[src/rtl/key_ctrl_pkg.sv]
// ============================================================================
//  Module      : key_ctrl_pkg
//  Description : Shared state encoding and default sizing for key_unlock_ctrl.
//  Revision    : 1.0  initial release
// ============================================================================
`default_nettype none

package key_ctrl_pkg;

    localparam int KEY_SIZE_DEF = 4;

    typedef enum logic [2:0] {
        IDLE     = 3'd0,
        LOAD     = 3'd1,
        CHECK    = 3'd2,
        UNLOCKED = 3'd3,
        LOCKOUT  = 3'd4
    } key_state_t;

endpackage : key_ctrl_pkg

`default_nettype wire

[src/rtl/key_unlock_ctrl_if.sv]
// ============================================================================
//  Module      : key_unlock_ctrl_if
//  Description : Key entry, increment gating and status bundle for key_unlock_ctrl.
//  Revision    : 1.0  initial release
// ============================================================================
`default_nettype none

interface key_unlock_ctrl_if #(
    parameter int FAIL_W = 2
);
    logic              key_start;
    logic              key_valid;
    logic              key_bit;
    logic              key_ready;
    logic              incr_req;
    logic              do_incr;
    logic              unlocked;
    logic              locked_out;
    logic [FAIL_W-1:0] fail_cnt;

    modport master (
        output key_start, key_valid, key_bit, incr_req,
        input  key_ready, do_incr, unlocked, locked_out, fail_cnt
    );

    modport slave (
        input  key_start, key_valid, key_bit, incr_req,
        output key_ready, do_incr, unlocked, locked_out, fail_cnt
    );

endinterface : key_unlock_ctrl_if

`default_nettype wire

[src/rtl/key_unlock_ctrl_lockout_timer.sv]
// ============================================================================
//  Module      : lockout_timer
//  Description : Loadable down-counter; o_done is high in the cycle it reaches 0.
//  Revision    : 1.0  initial release
// ============================================================================
`default_nettype none

module lockout_timer #(
    parameter int WIDTH = 4
) (
    input  logic             clk,
    input  logic             rst_n,
    input  logic             i_load,
    input  logic [WIDTH-1:0] i_load_val,
    output logic             o_done
);

    logic [WIDTH-1:0] r_count;
    logic             r_active;

    always_ff @(posedge clk or negedge rst_n) begin
        if (!rst_n) begin
            r_count  <= '0;
            r_active <= 1'b0;
        end else if (i_load) begin
            r_count  <= i_load_val;
            r_active <= 1'b1;
        end else if (r_active) begin
            if (r_count == '0) begin
                r_active <= 1'b0;
            end else begin
                r_count <= r_count - 1'b1;
            end
        end
    end

    assign o_done = r_active && (r_count == '0);

endmodule : lockout_timer

`default_nettype wire

[src/rtl/key_unlock_ctrl.sv]
// ============================================================================
//  Module      : key_unlock_ctrl
//  Description : Serial key unlock sequencer gating counter increments; the
//                KEY_UNLOCK_LOCKOUT_EN macro builds failure counting and lockout.
//  Revision    : 1.0  initial release
// ============================================================================
`default_nettype none

module key_unlock_ctrl
    import key_ctrl_pkg::*;
#(
    parameter int                  KEY_SIZE       = KEY_SIZE_DEF,
    parameter logic [KEY_SIZE-1:0] KEY_VALUE      = KEY_SIZE'(4'hA),
    parameter int                  MAX_ATTEMPTS   = 3,
    parameter int                  LOCKOUT_CYCLES = 16
) (
    input  logic               clk,
    input  logic               rst_n,
    key_unlock_ctrl_if.slave   bus
);

    localparam int                 c_CNT_W    = $clog2(KEY_SIZE + 1);
    localparam int                 c_FAIL_W   = $clog2(MAX_ATTEMPTS + 1);
    localparam logic [c_CNT_W-1:0] c_LAST_BIT = c_CNT_W'(KEY_SIZE - 1);

    if (KEY_SIZE < 1) begin : g_bad_key_size
        $error("key_unlock_ctrl: KEY_SIZE must be at least 1");
    end
    if (MAX_ATTEMPTS < 1) begin : g_bad_max_attempts
        $error("key_unlock_ctrl: MAX_ATTEMPTS must be at least 1");
    end
    if (LOCKOUT_CYCLES < 1) begin : g_bad_lockout_cycles
        $error("key_unlock_ctrl: LOCKOUT_CYCLES must be at least 1");
    end

    key_state_t          r_state;
    key_state_t          w_state_nxt;
    logic [KEY_SIZE-1:0] r_shift;
    logic [KEY_SIZE-1:0] w_shift_nxt;
    logic [c_CNT_W-1:0]  r_bit_cnt;
    logic [c_CNT_W-1:0]  w_cnt_nxt;
    logic                r_do_incr;
    logic                w_match;

`ifdef KEY_UNLOCK_LOCKOUT_EN
    localparam int                  c_TMR_W    = (LOCKOUT_CYCLES > 1) ? $clog2(LOCKOUT_CYCLES) : 1;
    localparam logic [c_TMR_W-1:0]  c_TMR_LOAD = c_TMR_W'(LOCKOUT_CYCLES - 1);
    localparam logic [c_FAIL_W-1:0] c_MAX_FAIL = c_FAIL_W'(MAX_ATTEMPTS);

    logic [c_FAIL_W-1:0] r_fail_cnt;
    logic [c_FAIL_W-1:0] w_fail_nxt;
    logic [c_FAIL_W-1:0] w_fail_inc;
    logic                w_tmr_load;
    logic                w_tmr_done;

    assign w_fail_inc = (r_fail_cnt == c_MAX_FAIL) ? r_fail_cnt : r_fail_cnt + 1'b1;

    lockout_timer #(
        .WIDTH      (c_TMR_W)
    ) u_lockout_timer (
        .clk        (clk),
        .rst_n      (rst_n),
        .i_load     (w_tmr_load),
        .i_load_val (c_TMR_LOAD),
        .o_done     (w_tmr_done)
    );
`endif

    assign w_match = (r_shift == KEY_VALUE);

    always_comb begin
        w_state_nxt = r_state;
        w_shift_nxt = r_shift;
        w_cnt_nxt   = r_bit_cnt;
`ifdef KEY_UNLOCK_LOCKOUT_EN
        w_fail_nxt  = r_fail_cnt;
        w_tmr_load  = 1'b0;
`endif
        case (r_state)
            IDLE: begin
                if (bus.key_start) begin
                    w_state_nxt = LOAD;
                    w_shift_nxt = '0;
                    w_cnt_nxt   = '0;
                end
            end
            LOAD: begin
                // A restart request outranks a bit arriving in the same cycle.
                if (bus.key_start) begin
                    w_shift_nxt = '0;
                    w_cnt_nxt   = '0;
                end else if (bus.key_valid) begin
                    w_shift_nxt = KEY_SIZE'({r_shift, bus.key_bit});
                    w_cnt_nxt   = r_bit_cnt + 1'b1;
                    if (r_bit_cnt == c_LAST_BIT) begin
                        w_state_nxt = CHECK;
                    end
                end
            end
            CHECK: begin
                if (w_match) begin
                    w_state_nxt = UNLOCKED;
`ifdef KEY_UNLOCK_LOCKOUT_EN
                    w_fail_nxt  = '0;
`endif
                end else begin
`ifdef KEY_UNLOCK_LOCKOUT_EN
                    w_fail_nxt = w_fail_inc;
                    if (w_fail_inc == c_MAX_FAIL) begin
                        w_state_nxt = LOCKOUT;
                        w_tmr_load  = 1'b1;
                    end else begin
                        w_state_nxt = IDLE;
                    end
`else
                    w_state_nxt = IDLE;
`endif
                end
            end
            UNLOCKED: begin
                if (bus.key_start) begin
                    w_state_nxt = LOAD;
                    w_shift_nxt = '0;
                    w_cnt_nxt   = '0;
                end
            end
            LOCKOUT: begin
`ifdef KEY_UNLOCK_LOCKOUT_EN
                if (w_tmr_done) begin
                    w_state_nxt = IDLE;
                    w_fail_nxt  = '0;
                end
`else
                w_state_nxt = IDLE;
`endif
            end
            default: begin
                w_state_nxt = IDLE;
            end
        endcase
    end

    always_ff @(posedge clk or negedge rst_n) begin
        if (!rst_n) begin
            r_state   <= IDLE;
            r_shift   <= '0;
            r_bit_cnt <= '0;
            r_do_incr <= 1'b0;
        end else begin
            r_state   <= w_state_nxt;
            r_shift   <= w_shift_nxt;
            r_bit_cnt <= w_cnt_nxt;
            r_do_incr <= bus.incr_req && (r_state == UNLOCKED);
        end
    end

`ifdef KEY_UNLOCK_LOCKOUT_EN
    always_ff @(posedge clk or negedge rst_n) begin
        if (!rst_n) begin
            r_fail_cnt <= '0;
        end else begin
            r_fail_cnt <= w_fail_nxt;
        end
    end

    assign bus.locked_out = (r_state == LOCKOUT);
    assign bus.fail_cnt   = r_fail_cnt;
`else
    assign bus.locked_out = 1'b0;
    assign bus.fail_cnt   = {c_FAIL_W{1'b0}};
`endif

    assign bus.key_ready = (r_state == LOAD);
    assign bus.unlocked  = (r_state == UNLOCKED);
    assign bus.do_incr   = r_do_incr;

endmodule : key_unlock_ctrl

`default_nettype wire

[src/flat_wrapper.sv]
// flat-port wrapper written by rule: the top's interface ports become plain ports
module key_unlock_ctrl_flat import key_ctrl_pkg::*;
#(
    parameter int                  KEY_SIZE       = KEY_SIZE_DEF,
    parameter logic [KEY_SIZE-1:0] KEY_VALUE      = KEY_SIZE'(4'hA),
    parameter int                  MAX_ATTEMPTS   = 3,
    parameter int                  LOCKOUT_CYCLES = 16
)
  (clk, rst_n, bus_key_start, bus_key_valid, bus_key_bit, bus_incr_req, bus_key_ready, bus_do_incr, bus_unlocked, bus_locked_out, bus_fail_cnt);
  key_unlock_ctrl_if #(.FAIL_W(2)) bus_i ();
  input  logic clk;
  input  logic rst_n;
  input wire logic [$bits(bus_i.key_start)-1:0] bus_key_start;
  input wire logic [$bits(bus_i.key_valid)-1:0] bus_key_valid;
  input wire logic [$bits(bus_i.key_bit)-1:0] bus_key_bit;
  input wire logic [$bits(bus_i.incr_req)-1:0] bus_incr_req;
  output wire logic [$bits(bus_i.key_ready)-1:0] bus_key_ready;
  output wire logic [$bits(bus_i.do_incr)-1:0] bus_do_incr;
  output wire logic [$bits(bus_i.unlocked)-1:0] bus_unlocked;
  output wire logic [$bits(bus_i.locked_out)-1:0] bus_locked_out;
  output wire logic [$bits(bus_i.fail_cnt)-1:0] bus_fail_cnt;
  assign bus_i.key_start = bus_key_start;
  assign bus_i.key_valid = bus_key_valid;
  assign bus_i.key_bit = bus_key_bit;
  assign bus_i.incr_req = bus_incr_req;
  assign bus_key_ready = bus_i.key_ready;
  assign bus_do_incr = bus_i.do_incr;
  assign bus_unlocked = bus_i.unlocked;
  assign bus_locked_out = bus_i.locked_out;
  assign bus_fail_cnt = bus_i.fail_cnt;
  key_unlock_ctrl #(.KEY_SIZE(KEY_SIZE), .KEY_VALUE(KEY_VALUE), .MAX_ATTEMPTS(MAX_ATTEMPTS), .LOCKOUT_CYCLES(LOCKOUT_CYCLES)) u_core (.clk(clk), .rst_n(rst_n), .bus(bus_i));
endmodule
[config.mk]
export PLATFORM = sky130hd
export DESIGN_NAME = key_unlock_ctrl_flat
export DESIGN_NICKNAME = d
export VERILOG_FILES = /design/src/rtl/key_ctrl_pkg.sv /design/src/rtl/key_unlock_ctrl_if.sv /design/src/rtl/key_unlock_ctrl_lockout_timer.sv /design/src/rtl/key_unlock_ctrl.sv /design/src/flat_wrapper.sv
export SDC_FILE = /design/constraint.sdc
export NUM_CORES = 1
export LEC_CHECK = 0
export ABC_AREA = 1
export BUFFER_PORTS_ARGS = -buffer_cell sky130_fd_sc_hd__buf_2
export CAP_MARGIN = 25
export CORE_AREA = 2 2 39 41
export DETAILED_ROUTE_END_ITERATION = 12
export DIE_AREA = 0 0 41 43
export PLACE_DENSITY = 0.65
export SETUP_SLACK_MARGIN = 0.4
export SLEW_MARGIN = 5
export SYNTH_ARGS = -nofsm -noshare
export SYNTH_HDL_FRONTEND = slang
export SYNTH_HIERARCHICAL = 1
export SYNTH_SLANG_ARGS = --single-unit
[constraint.sdc]
create_clock -name clk -period 1.6 [get_ports clk]
set_input_delay 0.08 -clock clk [delete_from_list [all_inputs] [get_ports clk]]
set_output_delay 0.08 -clock clk [all_outputs]
set_load 0.03 [all_outputs]
* Word level (Yosys, flattened, before mapping)
Index checks and enable logic that the tools add are counted.
Cells by class: equal/unequal tests 10, $add $sub $neg 1, muxes and demuxes 14, reduce and logical (&&, ||, !) cells 6
Operator list (count):
- $mux W3 | 7
- $mux W4 | 3
- $eq A3 B2 Y1 const B | 3
- $pmux W3 S3 | 1
- $pmux W4 S2 | 1
- $pmux W3 S2 | 1
- $eq A4 B4 Y1 const B | 1
- $ne A2 B1 Y1 const B | 2
- $ne A2 B2 Y1 const B | 2
- $reduce_and A4 Y1 | 1
- $add A3 B1 Y3 const B | 1
- $eq A3 B1 Y1 const B | 1
- $logic_not A3 Y1 | 1
- $ne A3 B3 Y1 const B | 1
- $reduce_and A3 Y1 | 1
- $mux W2 | 1
- $reduce_bool A2 Y1 | 1
- $reduce_or A2 Y1 | 1
- $logic_and A1 B1 Y1 | 1
Word-level totals: register bits after elaboration 11, word-level logic and storage cells 35, output and inout bits 6, input bits 6

* Depth between registers and ports, before layout
depth in word-level cells 5, depth in mapped cells 8, mapped depth without buffers 8

* Worst setup path after synthesis
OpenSTA, ideal clock, no wires.
path type register to register, from register u_core.r_state[0], to register u_core.r_state[0], data arrival time 1199 ps, slack 284 ps, data required time 1483 ps, path buffers 0, cell stages (with the launch flop) 9, setup time 117 ps, period minus slack after synthesis 1316 ps, cells stage by stage dfrtp_1 inv_1 ha_1 nand2_1 nand2_1 nor2_2 inv_1 nand2_1 nand2_1
On the way: cells in the longest elaborated chain, start to end 4, elaborated cells between the ends (all ways) 11, classes of those cells eq/ne: 7; mux: 1; reduce/logical: 3
RTL lines:
- start, declared | RTL line key_unlock_ctrl.sv:36 | key_state_t r_state;
- start signal, assigned | RTL line key_unlock_ctrl.sv:150 | r_state <= w_state_nxt;
- $eq A3 B2 Y1 / $logic_not A3 Y1 (equally long branches) | RTL line key_unlock_ctrl.sv:79 | case (r_state)
- $reduce_or A2 Y1 (no line)
- $ne A2 B1 Y1 (no line)
- $reduce_and A4 Y1 (no line)
Parallel ways exist; a longest one is shown, timed or not. A chain may end at the register's enable or synchronous reset.

* Worst setup path in the final report
from register u_core.r_state[1], to register u_core.r_state[1]
The elaborated chain is that of the path after synthesis.

==> summary by stage <==
Outcome
The flow ran to the end, and the final reports show no timing, DRC or antenna violations.

Worst hold path
The kind of path behind the tightest hold check is primary input to flop. The worst hold path passes through 3 cells.

Cells and area
The post-route netlist has approximately 38% of its cells at a drive strength greater than 1. 0 antenna diodes ended up in the layout. The filler cells instantiated in the layout total roughly 120.

In the final design database the tool counted slightly below 100 nets. Compared with the post-synthesis result, the final layout area differs by 36.6%. In the final layout, flip-flops and latches occupy 253 um^2. Leaving out filler cells and counting taps, the final layout contains 101. In the final layout, the multi-input gates occupy around 340 um^2.

Die
Measured along the y axis, the die boundary spans ~43 um. The number of top-level pins is 12. The initial utilization of the core area, before any placement, comes to 41.5%.

In this run the core area contains 14 standard-cell rows. The standard cell core area is between 1000 and 1500 um^2. The die area is ~1800 um^2.

The floorplan step set the die width to a little over 40 um.

Setup path
The worst-case reg-to-reg path depth is 6. The data required time at the worst endpoint is 1740 ps. The worst setup path is launched from a flop. Along the worst path, the maximum fanout reaches 4. Data arrives at the worst endpoint at 1400 ps. The element type at the critical path end is a flop.

The class of the most critical setup path is flop to flop. The worst register-to-register path has a setup slack of 340 ps.

Logic synthesis
After synthesis, the share of flip-flops with an asynchronous set or reset is 100%. The average instance area after synthesis is 8.09 um^2. The sequential element share of the synthesized area is 43.6%. The number of distinct standard cells referenced by the synthesized netlist is 16.

The number of enable flip-flop cells after synthesis is 0. In the synthesized netlist, the number of instances is a little over 70. The post-synthesis register bit count is 10. During synthesis, Yosys emitted a total of 6 warnings. In the synthesized netlist the dominant register cell turns out to be dfrtp_1. In this run the cell area of the synthesized design comes to about 570 um^2.

GRT
The via count of the first global-routing pass is 447. The global-route congestion overflow total is 0. The overall routing resource usage is 16.0%. Entering global routing, the biggest net connects 11 pins. The number of antenna violations at the first check in global routing is 0. The wire length of the first global-routing pass is roughly 1900 um.

Pwr
The static leakage is a little under 0.4 nW. IR analysis of the VDD net gives a maximum drop of 832 uV. Power spread over the standard cell area amounts to approximately 1700 nW/um^2.

STA
Across the routed clock network, the largest skew measured is just over 4 ps. For this run, the top clock speed supported by timing is roughly 0.8 GHz. For the final routed database, the setup TNS stands at 0 ps.

Final hold analysis gives a worst-case slack of between 15 and 20 ps. The hold violation count in the final report came to 0. Counting I/O delays and the setup requirement, the final critical path takes about 1300 ps. The share of the cycle needed by the critical path after routing is approximately four fifths. Setup repair after global routing could not meet its margin everywhere.

Setup violations remaining at the end of the flow were counted as 0. The final count of pins violating max slew is 0.

CTS
TritonCTS built the clock tree. The clock reaches the later pin of the worst-skew pair after between 200 and 300 ps. The clock drives 10 sinks.

The cell chosen for the clock root is clkbuf_4. After clock tree synthesis, the clock-pin slew on the worst setup and hold paths is around 60 ps. The number of buffers created by CTS is 3. The longest clock path from root to sink contains 2 buffers. The number of levels the H-tree was split into is 1.

Route
The mean number of vias per cell is about 4.5. The first-pass iteration count of the detailed router is 3. The post-detailed-route count of antenna-violating nets is 0.

The via count of the routed design is 455. For this block, the routed nets add up to roughly 1000 um of wire. The residual DRC count is 0. Dividing the detail-routed wire length by the instance count gives around 10 um. For this block, the initial DRC count from the detailed router was 7.

Placed design
The HPWL reported at the end of detailed placement is between 800 and 900 um. The global placement routability congestion is between 0.7 and 0.8. The cell count after placement is 94.

The number of buffers added on ports is 8.

Run
The tool flagged a number of max-cap violations equal to 0.
[report_power, final]
group          switching, mW  total, mW  internal (mW)
Sequential            0.0521      0.366          0.314
Combinational          0.418      0.745          0.326
Clock                 0.0819      0.220          0.138
[sequential cells by signal, summed over array words and instances, names as in the netlist]
signal and flops:
u_core/r_shift 4, u_core/bus.do_incr 1, u_core/r_state 2, u_core/r_bit_cnt 3
[synth_stat cells, types with 2 or more instances]
master   count  share of area, %
inv_1       11               7.2
o21ai_0      4               3.5
nor2_1       2               1.3
buf_4        3               3.9
dfrtp_1     10                44
nand3_1      3               2.6
o21ai_1      3               2.6
o21ai_2      2               3.1
ha_1         6                13
nand2_1     21                14
[stage by stage]
| stage | area, um^2 | utilization, % | setup WS, ps | total power, mW |
|---|---|---|---|---|
| CTS | 764 | 55.2 | 311 | 1.30 |
| global placement | 673 | 48.6 | 305 | 0.946 |
| floorplan | 636 | - | 392 | 0.856 |
| global route | 785 | 56.7 | 260 | 1.45 |
| detailed placement | 673 | 48.6 | 287 | 0.952 |
| finish | 785 | 56.7 | 342 | 1.33 |
[final cells by class]
cell class | instances | share of cell area, %
well taps | 16 | 2.55
multi-input cells | 48 | 43.4
flip-flops and latches | 10 | 32.2
clock buffers | 4 | 4.63
inverters | 12 | 5.74
repair buffers | 11 | 11.5
[cell families after synthesis]
family | synth area share [%]
adder cells (fa/ha/maj) | 13.1
AND/OR/NAND/NOR | 20.9
flip-flops | 43.6
buffers and inverters | 11.8
other | 0.653
AO/OA/AOI/OAI | 10.0
[timing repair]
action                     in CTS  in global routing
cloned                          0                  0
hold buffers                    1                  0
buffers inserted                2                  0
setup endpoints to repair      11                 11
pin swaps                       3                  4
gates resized for setup         7                  7
hold endpoints to repair       10                  0
[worst max-delay path, stage by stage (launching register included)]
cell and delay, ps:
dfrtp_2 440, inv_2 110, ha_4 170, inv_2 60, or2_1 220, nand3_1 100
nand2_1 60
[final timing paths]
check | from | to
max in group asynchronous | rst_n | u_core/r_state[0]
hold / removal | bus_incr_req | u_core/bus.do_incr
min in group asynchronous | rst_n | u_core/r_shift[3]
hold reg to reg | u_core/r_shift[2] | u_core/r_shift[2]
setup reg to reg | u_core/r_state[1] | u_core/r_state[1]
setup / recovery | u_core/r_state[1] | u_core/r_state[1]
[placed cells by master, fill, tap and decap left out, drive strengths merged]
| cell type | instances |
|---|---|
| a21oi | 1 |
| buf | 10 |
| clkbuf | 4 |
| conb | 3 |
| dfrtp | 10 |
| dlygate4sd3 | 1 |
| ha | 6 |
| inv | 12 |
| nand2 | 21 |
| nand3 | 3 |
| nand4 | 1 |
| nor2 | 3 |
| o21ai | 9 |
| or2 | 1 |
[per-layer routing]
layer	GRT usage [%]	vias to the layer above	part of all wire, %
li1	-	241	-
met3	5.76	2	3.7
met1	23.1	204	47
met5	0	-	0
met4	6.67	0	1.3
met2	20.9	8	48
(Power assumes the default switching activity.)
